### src/rtl/vga_stream_feed.sv
// Pixel-sourcing stage: buffers an SOF-marked pixel stream in a show-ahead FIFO,
// locks it to the sync generator's frame timing and emits phase-aligned RGB/sync.
module vga_stream_feed #(
  parameter int unsigned H_ACTIVE   = 1280,
  parameter int unsigned V_ACTIVE   = 720,
  parameter int unsigned FIFO_DEPTH = 16,
  parameter logic [23:0] FILL_COLOR = 24'h0000FF
) (
  input  logic        clk,
  input  logic        rst,
  input  logic        Hsync,
  input  logic        Vsync,
  input  logic        de,
  input  logic [23:0] s_data,
  input  logic        s_valid,
  input  logic        s_sof,
  output logic        s_ready,
  input  logic        err_clr,
  output logic [23:0] vga_rgb,
  output logic        vga_hs,
  output logic        vga_vs,
  output logic        vga_de,
  output logic        underflow_err,
  output logic        align_err,
  output logic [15:0] frame_cnt
);

  localparam int unsigned FRAME_PIX = H_ACTIVE * V_ACTIVE;
  localparam int unsigned PIX_W     = $clog2(FRAME_PIX);
  localparam int unsigned AW        = $clog2(FIFO_DEPTH);
  localparam int unsigned CW        = AW + 1;
  localparam int unsigned EW        = 25;
  localparam logic [PIX_W-1:0] PIX_LAST = PIX_W'(FRAME_PIX - 1);

  typedef enum logic [1:0] {
    HUNT = 2'd0,
    ARM  = 2'd1,
    RUN  = 2'd2
  } state_t;

  state_t state_q, state_d;

  logic [EW-1:0]    mem [FIFO_DEPTH];
  logic [AW-1:0]    rd_ptr, wr_ptr, wr_addr;
  logic [CW-1:0]    count;
  logic [PIX_W-1:0] pix_cnt;
  logic             vs_d;

  logic [EW-1:0] head;
  logic          head_sof;
  logic          empty, full;
  logic          accept, push, pop, flush;
  logic          vs_fall, align_evt, under_evt, wrap;

  assign empty    = (count == '0);
  assign full     = (count == CW'(FIFO_DEPTH));
  assign head     = mem[rd_ptr];
  assign head_sof = head[EW-1];

  // A pop in the same cycle does not free a slot for the upstream beat
  assign s_ready = (state_q == HUNT) | ~full;

  assign accept    = s_valid & s_ready;
  assign vs_fall   = vs_d & ~Vsync;
  assign pop       = de & (state_q == RUN) & ~empty;
  assign push      = (state_q == HUNT) ? (s_valid & s_sof) : accept;
  assign flush     = (state_q == HUNT) | ((state_q == ARM) & accept & s_sof);
  assign wr_addr   = flush ? '0 : wr_ptr;
  assign align_evt = pop & ((pix_cnt == '0) != head_sof);
  assign under_evt = de & (state_q == RUN) & empty;
  assign wrap      = pop & (pix_cnt == PIX_LAST);

  // State register
  always_ff @(posedge clk or posedge rst) begin
    if (rst) state_q <= HUNT;
    else     state_q <= state_d;
  end

  // Next-state logic
  always_comb begin
    state_d = state_q;
    case (state_q)
      HUNT:    if (s_valid & s_sof) state_d = ARM;
      ARM:     if (vs_fall) state_d = RUN;
      RUN:     if (align_evt | under_evt) state_d = HUNT;
      default: state_d = HUNT;
    endcase
  end

  // FIFO storage; a flush restarts writing at slot 0
  always_ff @(posedge clk) begin
    if (push) mem[wr_addr] <= {s_sof, s_data};
  end

  // FIFO pointers and occupancy
  always_ff @(posedge clk or posedge rst) begin
    if (rst) begin
      rd_ptr <= '0;
      wr_ptr <= '0;
      count  <= '0;
    end else if (flush) begin
      rd_ptr <= '0;
      wr_ptr <= push ? AW'(1) : '0;
      count  <= push ? CW'(1) : '0;
    end else begin
      if (push) wr_ptr <= wr_ptr + AW'(1);
      if (pop)  rd_ptr <= rd_ptr + AW'(1);
      if (push & ~pop)      count <= count + CW'(1);
      else if (pop & ~push) count <= count - CW'(1);
    end
  end

  // Frame position and clean-frame counter
  always_ff @(posedge clk or posedge rst) begin
    if (rst) begin
      pix_cnt   <= '0;
      frame_cnt <= '0;
    end else begin
      if (state_q == HUNT) pix_cnt <= '0;
      else if (pop)        pix_cnt <= wrap ? '0 : pix_cnt + PIX_W'(1);
      if (wrap & ~align_evt) frame_cnt <= frame_cnt + 16'd1;
    end
  end

  // Sticky error flags; a new event wins over a same-cycle clear
  always_ff @(posedge clk or posedge rst) begin
    if (rst) begin
      underflow_err <= 1'b0;
      align_err     <= 1'b0;
    end else begin
      if (under_evt)    underflow_err <= 1'b1;
      else if (err_clr) underflow_err <= 1'b0;
      if (align_evt)    align_err <= 1'b1;
      else if (err_clr) align_err <= 1'b0;
    end
  end

  // Output stage keeps RGB and sync phase-aligned
  always_ff @(posedge clk or posedge rst) begin
    if (rst) begin
      vga_rgb <= '0;
      vga_hs  <= 1'b1;
      vga_vs  <= 1'b1;
      vga_de  <= 1'b0;
      vs_d    <= 1'b1;
    end else begin
      vga_rgb <= de ? (pop ? head[23:0] : FILL_COLOR) : 24'h0;
      vga_hs  <= Hsync;
      vga_vs  <= Vsync;
      vga_de  <= de;
      vs_d    <= Vsync;
    end
  end

endmodule

### config.mk
export PLATFORM = sky130hd
export DESIGN_NAME = vga_stream_feed
export DESIGN_NICKNAME = d
export VERILOG_FILES = /design/src/rtl/vga_stream_feed.sv
export SDC_FILE = /design/constraint.sdc
export NUM_CORES = 1
export LEC_CHECK = 0
export ABC_AREA = 1
export BUFFER_PORTS_ARGS = -buffer_cell sky130_fd_sc_hd__buf_2
export CORE_UTILIZATION = 50
export DETAILED_ROUTE_END_ITERATION = 16
export GPL_ROUTABILITY_DRIVEN = 0
export PLACE_DENSITY = 0.67
export SLEW_MARGIN = 20
export SYNTH_ARGS = -nofsm -noshare
export SYNTH_HDL_FRONTEND = slang
export SYNTH_SLANG_ARGS = --single-unit
### constraint.sdc
create_clock -name clk -period 9.3 [get_ports clk]
set_clock_uncertainty 0.1 [all_clocks]
set_input_delay 1.86 -clock clk [delete_from_list [all_inputs] [get_ports clk]]
set_output_delay 1.86 -clock clk [all_outputs]
set_load 0.1 [all_outputs]
==> results.toml, run 1 <==
[outcome]
run_status = "completed"

[timing]
setup_violations = 0
timing.setup.tns_ns = 0
drv_slew = 0
finalCriticalPeriod_ns = 4.64
rsz0062_at_grt = "no"
worst_pin_slew_ns = 1.03
worst_slack_ns = 4.66
hold_violations = 0
period_share = 0.499
clock.fmax_mhz = 216
relSlewSlack = 0.308

[critical_path]
startpoint = "s_sof"
cp.required_ns = 9.40
cp_max_fo = 25
r2r-start = "state_q[1]"
worstSetupStartpointType = "input port"
crit_type = "input port to flop"
endpoint_kind = "flop"
r2r_slack_ns = 5.45
worst_ep_arrival_time_ns = 4.74

[layout]
layout-drive-gt1-share = 0.116
nNetsFinal = 1798
fin_area_um2 = 22300
final_util = 0.572
antenna_cells = 0
syn2layout_area_growth_pct = 11.6

[power_and_ir_drop]
power.density_nw_per_um2 = 249
ir_worst_vdd_v = 0.000211
comb_power_share = 0.196
swShare = 0.317
p_leak_nw = 8.19
power.internal_mw = 3.80
clockPowerShare = 0.350
switchingPower_mw = 1.76
power.total_mw = 5.56
power_frac_seq = 0.454

[floorplanning]
io_pins = 78
die_x_um = 202
die-area_um2 = 40800
core-area_um2 = 39000
die_h_um = 202
rows = 72
initial_core_util = 0.512

[grt]
overflow = 0
grt_pass1_vias = 12592
grt_pass1_wl_mm = 72.6
track_usage = 0.233
antenna_found_initial = 1
grt_start_max_net_pins = 88

[detailed_routing]
num_vias = 12917
routedWlPerCell_um = 20.2
avgViaCountPerCell = 5.58
drt_wl_total_mm = 46.8
ant_nets = 0
drt_iter0_drc = 1120
post-route-drc-count = 0
drtPass1Iterations = 5

[synth]
synthesis.nets = 1750
syn_inst = 1708
ys_dominant_reg_cell = "edfxtp_1"
seq_area_frac_synth = 0.701
netlist_area_um2 = 20000
yosys.area.top_type = "edfxtp_1"
async_reset_ff_frac = 0.167
synth.area.top_cells = "edfxtp_1 60%, dfrtp_1 9.8%, nor2_1 5.0%"
yosysWarnings = 0
ys_types = 46
synth_top_area_share = 0.601
synth.avg_cell_area_um2 = 11.7
synth-seq-cells = 480
synth-edff-count = 400

[clock_tree]
cts_buffers = 48
cts_hold_buf = 0
clock_path_buffers = 3
htreeDepth = 2
cts.clk_slew.worst_paths_ns = 0.06
clk_latency_ns = 0.60
ctsRootBufferMaster = "clkbuf_16"
ctsResizeCount = 0
cts_tree = "yes"
cts_sinks = 480
post-cts-setup-buffers = 0

[worst_hold_path]
min_path_type = "flop to flop"
hp-start = "underflow_err"

[placement]
place_ws_ns = 4.12
placed_cell_area_um2 = 20700
port_buffers = 77
dp_hpwl_mm = 27.2

[run]
drv_cap = 0
-- worst paths after layout --
check                                      to  depth (start not counted)
min in group asynchronous         pix_cnt[18]                          2
worst min register to register  underflow_err                          2
worst max register to register     mem[1][22]                          8
worst max-delay path               mem[1][22]                          8
worst min-delay path            underflow_err                          2
max in group asynchronous           rd_ptr[0]                          3
-- cells in the final DEF, fill, tap and decap left out, types with 11 or more instances in the layout --
master | synthesis | final
clkbuf_1 | 32 | 11
o211ai_1 | 48 | 48
clkbuf_16 | 0 | 48
dfrtp_1 | 78 | 76
o21ai_0 | 183 | 183
nand2_1 | 232 | 232
xor2_1 | 16 | 16
edfxtp_1 | 400 | 400
buf_2 | 22 | 77
nor2_1 | 266 | 250
a21oi_1 | 58 | 58
nor2_4 | 4 | 20
nor3_1 | 19 | 19
a31oi_1 | 17 | 17
nand4_1 | 35 | 35
inv_1 | 99 | 98
nand3_1 | 93 | 93
-- logic make-up after synthesis --
logic type	share of synthesized area
AOI/OAI and AO/OA	0.0912
adders and majority gates	0.00664
xor gates and xnor gates	0.00920
and+or+nand+nor	0.146
buffers and inverters	0.0460
DFF	0.701
-- flip-flops by register name, summed over array words and instances (netlist names) --
| register | flops |
|---|---|
| count | 5 |
| vga_de | 1 |
| vs_d | 1 |
| frame_cnt | 16 |
| state_q | 2 |
| vga_rgb | 24 |
| pix_cnt | 20 |
| wr_ptr | 4 |
| rd_ptr | 4 |
| align_err | 1 |
| vga_hs | 1 |
| underflow_err | 1 |
| mem | 400 |
-- Yosys cell counts (all sizes together) (3+ instances only) --
cell type,instances
nand4,36
nor4,3
nand2,237
ha,9
dfrtp,78
inv,107
edfxtp,400
nand3,97
xnor2,5
a21oi,58
a31oi,17
nor3,21
o22ai,9
clkbuf,32
o21ai,190
nor2,272
xor2,16
buf,56
o211ai,48
-- metrics by stage --
stage                     hold WS [ns]  std cells
after floorplan                  0.405       1708
after global placement           0.397       2224
after detailed placement         0.402       2224
after CTS                        0.412       2313
after global routing             0.432       2313
final                            0.407       2313
-- critical path: stages --
cell	delay (ns)
buf_2	0.21
nand2_1	0.14
inv_1	0.06
a31oi_1	0.77
inv_1	0.30
nor2_1	0.27
nand2_1	0.29
nor2_4	0.82
-- layer usage --
layer,part of all wire,GRT usage,routed length (um)
met1,0.43,0.304,20000
met2,0.50,0.393,23200
met3,0.042,0.0313,1980
met4,0.033,0.0985,1560
met5,0.00017,0,8
-- layout make-up --
cell class	count	area, um2
timing repair buffer	86	453
sequential	480	14000
inverter	109	417
fill	3119	16700
tap	518	648
clock inverter	26	289
multi-input combinational	1031	5170
clock buffer	63	1300
-- power by group through the flow --
stage | logic [mW] | registers [mW] | clock network (mW)
2_1_floorplan | 0.741 | 2.64 | 0
3_3_place_gp | 1.06 | 2.56 | 0
3_5_place_dp | 1.09 | 2.57 | 0
4_1_cts | 1.09 | 2.52 | 1.97
5_1_grt | 1.20 | 2.53 | 2.06
6_report | 1.09 | 2.52 | 1.95
Note: power is estimated with default switching activity, not from simulation.
==> run 2, diff against run 1 <==
--- a/config.mk
+++ b/config.mk
@@ -10,7 +10,7 @@
 export CORE_UTILIZATION = 50
 export DETAILED_ROUTE_END_ITERATION = 16
 export GPL_ROUTABILITY_DRIVEN = 0
-export PLACE_DENSITY = 0.67
+export PLACE_DENSITY = 0.69
 export SLEW_MARGIN = 20
 export SYNTH_ARGS = -nofsm -noshare
 export SYNTH_HDL_FRONTEND = slang
==> constraint.sdc (replaced) <==
create_clock -name clk -period 3.8 [get_ports clk]
set_clock_uncertainty 0.1 [all_clocks]
set_input_delay 0.76 -clock clk [delete_from_list [all_inputs] [get_ports clk]]
set_output_delay 0.76 -clock clk [all_outputs]
set_load 0.1 [all_outputs]
==> results.toml, run 2 (synthesis results as in run 1) <==
[outcome]
run_status = "completed"

[clock_tree]
ctsResizeCount = 0
post-cts-setup-buffers = 0
clock_path_buffers = 3
cts_tree = "yes"
clk_latency_ns = 0.59
ctsRootBufferMaster = "clkbuf_16"
cts_hold_buf = 0
htreeDepth = 2
cts_sinks = 480
cts_buffers = 48
cts.clk_slew.worst_paths_ns = 0.06

[critical_path]
crit_type = "flop to flop"
r2r_end = "mem[10][0]"
worst_ep_arrival_time_ns = 3.19
r2r_slack_ns = 0.78
ff2ff_path_depth = 8
cp.required_ns = 3.97
endpoint_kind = "flop"
r2r-start = "state_q[1]"
cp_max_fo = 15
worstSetupStartpointType = "flop"

[power_and_ir_drop]
ir_worst_vdd_v = 0.000414
comb_power_share = 0.200
power_frac_seq = 0.449
power.density_nw_per_um2 = 602
p_leak_nw = 8.38
power.internal_mw = 9.43
clockPowerShare = 0.351
swShare = 0.308
switchingPower_mw = 4.21

[layout]
final_common_cell = "edfxtp_1"
syn2layout_area_growth_pct = 13.4
largest_reg_flops = 400
antenna_cells = 0
top_register = "mem"
top_regs = "mem: 400 flops, vga_rgb: 24 flops, pix_cnt: 20 flops"
nNetsFinal = 1825
layout_common_cells = "400 x edfxtp_1, 250 x nor2_1, 232 x nand2_1, 183 x o21ai_0, 98 x inv_1"
layout-drive-gt1-share = 0.130

[floorplanning]
initial_core_util = 0.512
die_x_um = 202
rows = 72
die_h_um = 202
core-area_um2 = 39000
io_pins = 78
die-area_um2 = 40800

[timing]
period_share = 0.796
whs_ns = 0.175
relSlewSlack = 0.413
hold_violations = 0
clock.fmax_mhz = 331
setup_violations = 0
worst_pin_slew_ns = 0.881
finalCriticalPeriod_ns = 3.02
drv_slew = 0
timing.setup.tns_ns = 0
rsz0062_at_grt = "no"
worst_slack_ns = 0.776

[worst_hold_path]
hp-start = "Hsync"
hold_end = "vga_hs"
min_delay_path_depth = 1
min_path_type = "input port to flop"

[detailed_routing]
ant_nets = 0
drt_iter0_drc = 1408
drt_wl_total_mm = 46.0
avgViaCountPerCell = 5.65
num_vias = 13229
drtPass1Iterations = 5
routedWlPerCell_um = 19.6
post-route-drc-count = 0

[placement]
dp_hpwl_mm = 26.8
place_ws_ns = 0.542
port_buffers = 77

[grt]
grt_pass1_wl_mm = 73.0
overflow = 0
grt_start_max_net_pins = 81
track_usage = 0.231
antenna_found_initial = 1
grt_pass1_vias = 13003

[run]
drv_cap = 0
-- run 2: cell type report --
| cell class | count | area [um2] |
|---|---|---|
| clock buffer | 66 | 1350 |
| clock inverter | 23 | 274 |
| fill | 3083 | 16300 |
| inverter | 109 | 417 |
| multi-input combinational | 1031 | 5170 |
| sequential | 480 | 14000 |
| tap | 518 | 648 |
| timing repair buffer | 113 | 781 |
-- run 2: through the flow --
| step | total power, mW | cells | utilization | cell area [um2] |
|---|---|---|---|---|
| final | 13.6 | 2340 | 0.581 | 22700 |
| after CTS | 13.7 | 2340 | 0.581 | 22700 |
| after global routing | 14.2 | 2340 | 0.581 | 22700 |
| after floorplan | 8.27 | 1708 | - | 20000 |
| after detailed placement | 8.94 | 2251 | 0.539 | 21000 |
| after global placement | 8.87 | 2251 | 0.539 | 21000 |
-- run 2: metal layers --
layer	routed length (um)	part of all wire	track usage	vias up
met1	19600	0.43	0.323	6486
met2	22000	0.48	0.373	477
li1	-	-	-	6178
met3	3230	0.070	0.0324	86
met5	10	0.00022	0	-
met4	1160	0.025	0.0787	2
-- run 2: critical path, cell delays in order, from the launching register on --
cell and delay (ns):
dfrtp_1 0.36, inv_1 0.04, nand2_1 0.34, inv_1 0.14, a31oi_1 0.27, buf_4 0.24
nand4_1 0.39, nor2_4 0.55, buf_12 0.25
-- run 2: worst max path at each step --
stage          startpoint    endpoint  slack (ns)  cells after the start
2_1_floorplan       s_sof  mem[11][0]        0.68                      7
3_3_place_gp        s_sof  mem[10][4]        0.59                      8
3_5_place_dp        s_sof  mem[9][21]        0.54                      8
4_1_cts        state_q[1]     s_ready        0.79                      6
5_1_grt        state_q[1]  mem[1][14]        0.58                      9
6_report       state_q[1]  mem[10][0]        0.78                      8
-- run 2: power groups by stage --
stage                     Combinational, mW  Clock [mW]  Sequential, mW
after detailed placement               2.71           0            6.23
after floorplan                        1.81           0            6.46
after global placement                 2.64           0            6.22
final                                  2.72        4.79            6.13
after global routing                   3.00        5.06            6.15
after CTS                              2.72        4.86            6.12
